$ cat config.mk
export PLATFORM = sky130hd
export DESIGN_NAME = state_machine
export DESIGN_NICKNAME = d
export VERILOG_FILES = /design/src/rtl/state_machine.sv
export SDC_FILE = /design/constraint.sdc
export NUM_CORES = 1
export LEC_CHECK = 0
export BUFFER_PORTS_ARGS = -buffer_cell sky130_fd_sc_hd__buf_2
export CAP_MARGIN = 0
export CORE_MARGIN = 5
export CORE_UTILIZATION = 38
export CTS_CLUSTER_DIAMETER = 100
export DETAILED_ROUTE_END_ITERATION = 10
export GPL_ROUTABILITY_DRIVEN = 1
export HOLD_SLACK_MARGIN = 0.12
export PLACE_DENSITY = 0.82
export SKIP_CTS_REPAIR_TIMING = 1
export SLEW_MARGIN = 20
export SYNTH_ARGS = -nofsm -noshare
export SYNTH_HDL_FRONTEND = slang
export SYNTH_SLANG_ARGS = --single-unit
$ cat constraint.sdc
create_clock -name Clock -period 1.85 [get_ports Clock]
set_clock_uncertainty 0.2 [all_clocks]
set_input_delay 0.37 -clock Clock [delete_from_list [all_inputs] [get_ports Clock]]
set_output_delay 0.37 -clock Clock [all_outputs]
set_load 0.01 [all_outputs]
$ cat src/rtl/state_machine.sv
`default_nettype none
// ============================================================================
// Module      : state_machine
// Description : Per-block MSI snooping-coherence controller. Computes the
//               next block state combinationally and registers the bus
//               message, write-back and memory-abort pulses.
// Revision    : 1.0  initial release
// ============================================================================
module state_machine (
    input  logic        Clock,
    input  logic        Reset,
    input  logic [1:0]  state,
    input  logic [21:0] request,
    input  logic        listen,
    output logic [1:0]  newState,
    output logic [21:0] CDB,
    output logic        dataWB,
    output logic        abortMem
);

    localparam logic [1:0] c_ST_I = 2'b00;
    localparam logic [1:0] c_ST_S = 2'b01;
    localparam logic [1:0] c_ST_M = 2'b10;

    localparam logic [3:0] c_T_LOCAL = 4'b1000;
    localparam logic [3:0] c_T_RDMS  = 4'b0100;
    localparam logic [3:0] c_T_WRMS  = 4'b0010;
    localparam logic [3:0] c_T_INV   = 4'b0001;
    localparam logic [3:0] c_T_NONE  = 4'b0000;

    logic [1:0]  w_cur;
    logic [3:0]  w_type;
    logic        w_hit;
    logic        w_rd;
    logic [15:0] w_addr;
    logic [1:0]  w_next;
    logic [3:0]  w_msg;
    logic        w_wb;
    logic        w_abort;
    logic [21:0] w_cdb;

    logic [21:0] r_cdb;
    logic        r_wb;
    logic        r_abort;

    // The illegal encoding 11 is folded onto Invalid before any decision.
    assign w_cur  = (state == 2'b11) ? c_ST_I : state;
    assign w_type = request[21:18];
    assign w_hit  = request[17];
    assign w_rd   = request[16];
    assign w_addr = request[15:0];

    always_comb begin
        w_next  = w_cur;
        w_msg   = c_T_NONE;
        w_wb    = 1'b0;
        w_abort = 1'b0;
        if (listen) begin
            case (w_type)
                c_T_LOCAL: begin
                    case (w_cur)
                        c_ST_S: begin
                            if (w_rd) begin
                                w_next = c_ST_S;
                                w_msg  = w_hit ? c_T_NONE : c_T_RDMS;
                            end else begin
                                w_next = c_ST_M;
                                w_msg  = w_hit ? c_T_INV : c_T_WRMS;
                            end
                        end
                        c_ST_M: begin
                            if (!w_hit) begin
                                w_wb   = 1'b1;
                                w_next = w_rd ? c_ST_S : c_ST_M;
                                w_msg  = w_rd ? c_T_RDMS : c_T_WRMS;
                            end
                        end
                        default: begin
                            w_next = w_rd ? c_ST_S : c_ST_M;
                            w_msg  = w_rd ? c_T_RDMS : c_T_WRMS;
                        end
                    endcase
                end
                c_T_RDMS, c_T_WRMS, c_T_INV: begin
                    if (w_hit && (w_cur != c_ST_I)) begin
                        w_next  = (w_type == c_T_RDMS) ? c_ST_S : c_ST_I;
                        w_wb    = (w_cur == c_ST_M);
                        // An invalidate means the requester already holds the data.
                        w_abort = (w_cur == c_ST_M) && (w_type != c_T_INV);
                    end
                end
                default: begin
                    w_next = w_cur;
                end
            endcase
        end
    end

    assign w_cdb = (w_msg == c_T_NONE) ? 22'd0
                 : {w_msg, 1'b0, (w_msg == c_T_RDMS), w_addr};

    always_ff @(posedge Clock) begin
        if (Reset) begin
            r_cdb   <= 22'd0;
            r_wb    <= 1'b0;
            r_abort <= 1'b0;
        end else begin
            r_cdb   <= w_cdb;
            r_wb    <= w_wb;
            r_abort <= w_abort;
        end
    end

    assign newState = Reset ? c_ST_I : w_next;
    assign CDB      = r_cdb;
    assign dataWB   = r_wb;
    assign abortMem = r_abort;

endmodule
`default_nettype wire

==> flow_summary.json <==
{
  "status": "finished, violations left",
  "failed_checks": "setup timing",
  "clkPwrFrac_pct": 26.8,
  "grt_max_degree": 18,
  "port_buffers": 50,
  "fin_total_pwr_uw": 923,
  "synth-async-reset-ratio_pct": 0,
  "grt_setup_unrepaired": "true",
  "yosys_warnings": 0,
  "worst_ep_arrival_time_ps": 1560,
  "power_frac_comb_pct": 21.6,
  "dp_hpwl_um": 1800,
  "whs_path_depth": 2,
  "dieArea_um2": 3520,
  "antennaDiodeCount": 0,
  "dp_slack_ps": -334,
  "cp-end-kind": "primary output",
  "cts.htree.levels": 1,
  "synth_mux_area_share_pct": 2.17,
  "synth_seq_cells": 22,
  "synth_top_area_cell": "dfxtp_1",
  "cts_tree": "done",
  "yosys-top-cells-area": "dfxtp_1 (48%), nor3b_1 (13%), ha_1 (4.1%), nor2_1 (3.7%), mux2i_1 (2.2%)",
  "synth.top_cell.area_share_pct": 47.6,
  "synth-simple-area-share_pct": 27.7,
  "drt_iter0_markers": 38,
  "drt_first_pass_iters": 4,
  "drt-total-wl_um": 2500,
  "syn_to_final_growth_pct": 73.5,
  "syn_inst": 93,
  "switching_share_pct": 23.3,
  "internal_power_uw": 708,
  "final_layout_size_suffix_gt1_share_pct": 51.2,
  "clockBufferDepth": 2,
  "p_seq_share_pct": 51.6,
  "power-per-cell-area_nw_per_um2": 575,
  "ys_seq_area_share_pct": 47.6,
  "worstPathMaxFanout": 3,
  "fin_area_um2": 1600,
  "cap_violations": 0,
  "post_synth_fa_ha_maj_area_fraction_pct": 4.06,
  "vias": 941,
  "start_util_pct": 40.6,
  "place_area_um2": 1330,
  "finalCritPeriodShare_pct": 115,
  "drc_errors": 0,
  "grt_overflow": 0,
  "syn_area_um2": 925,
  "finalSetupTns_ps": -422,
  "worst_hold_slack_ps": 129,
  "path_clk_slew_ps": 110,
  "slew_violations": 0,
  "fmax_mhz": 469,
  "synth_compound_area_share_pct": 10.6,
  "final_cells": 200,
  "fp.dieH_um": 59.3,
  "place_congestion": 0.832,
  "grt_util_all_layers_pct": 12.3,
  "fin_util_pct": 70.5,
  "synth_top_family_by_area": "simple AND/OR/NAND/NOR gates",
  "cts_buffers": 3,
  "synthTopCellsByCount": "dfxtp_1 (22), nor3b_1 (16), nor2_1 (9)",
  "m1WireLength_um": 1000,
  "die_w_um": 59.3,
  "hold_path.class": "in2reg",
  "crit_type": "in2out",
  "grt_pass1_vias": 842,
  "cts-root-buf": "clkbuf_4",
  "cts_sinks": 22,
  "ir_drop_uv": 467,
  "synthXorXnorAreaFrac_pct": 0.947,
  "vias_per_cell": 4.71,
  "routed.top_layer": "met4",
  "leakage_nw": 0.778,
  "rows": 17,
  "synth-main-ff-cell": "dfxtp_1",
  "nFillCells": 166,
  "dpl.cell_count": 182,
  "synth_most_common_cell": "dfxtp_1",
  "met2_length_um": 1240,
  "syn_avg_cell_area_um2": 9.94,
  "startpoint_type": "input port",
  "core_um2": 2280,
  "ioPinCount": 53,
  "synth.distinct_cells": 32,
  "hold_viol": 0,
  "antenna_left": 0,
  "grt_pass1_wl_um": 3380,
  "required_ps": 1280,
  "grt_antenna_before_repair": 0,
  "finalSetupViolCount": 2,
  "netSwitchingPower_uw": 215,
  "wl_per_cell_um": 12.5,
  "nets": 203,
  "met3WireLength_um": 247,
  "synth_edf_count": 0,
  "fin_ws_ps": -282,
  "timing.final.crit_period_ps": 2130
}
==> flip-flops by register name, summed over array words and instances, names as in the netlist <==
| register | flops |
|---|---|
| CDB | 20 |
| dataWB | 1 |
| abortMem | 1 |
==> power groups by stage <==
stage               combinational, mW  sequential [mW]  clock, mW
floorplan                      0.0784            0.488          0
CTS                             0.151            0.476      0.261
detailed placement              0.150            0.487          0
finish                          0.200            0.476      0.247
global route                    0.216            0.477      0.281
global placement                0.145            0.487          0
==> cell usage in the layout, fill, tap and decap left out, drive strengths merged <==
cell type and count:
buf 69, dfxtp 22, nor3b 16, dlygate4sd3 11, nor2 9, inv 5
clkbuf 4, o21ai 3, nor4b 3, ha 3, mux2i 2, nor2b 2
o21a 2, and3 2, conb 2, a21oi 2, o22ai 2, xor2 1
a211oi 1, or4b 1, nand2 1, nand2b 1, a22oi 1, o311a 1
nand3 1, a2bb2oi 1, nor4 1, nor3 1, o21bai 1, and3b 1
==> worst max-delay path, cell delays in order <==
cell	delay (ps)
buf_8	100
inv_4	50
ha_4	200
nand2b_4	140
a22oi_2	180
o22ai_1	100
o311a_1	280
buf_2	140
==> cells by family (layout without fill, tap and decap cells) <==
group / count (synthesis) / in the layout
and+or+nand+nor: 39 / 39
DFF: 22 / 22
AOI/OAI and AO/OA: 14 / 14
buffers and inverters: 11 / 89
adders and majority gates: 3 / 3
muxes: 2 / 2
other: 1 / 2
xor gates and xnor gates: 1 / 1
==> worst paths after layout <==
check	from	end	slack (ps)
min	request[7]	CDB[7]	130
max	state[0]	newState[0]	-280
==> per-layer routing <==
layer	global-route usage [%]	vias to the layer above
met2	22.0	41
li1	-	480
met3	2.61	2
met1	13.7	418
met5	0	-
met4	5.83	0
==> layout make-up <==
class,instances,area (um^2),area share (%)
clock buffer,4,36.3,2.26
timing repair buffer,80,546,34.0
sequential,22,440,27.5
multi-input combinational,61,526,32.8
tap,28,35.0,2.18
inverter,5,21.3,1.33
(Power assumes the default switching activity.)
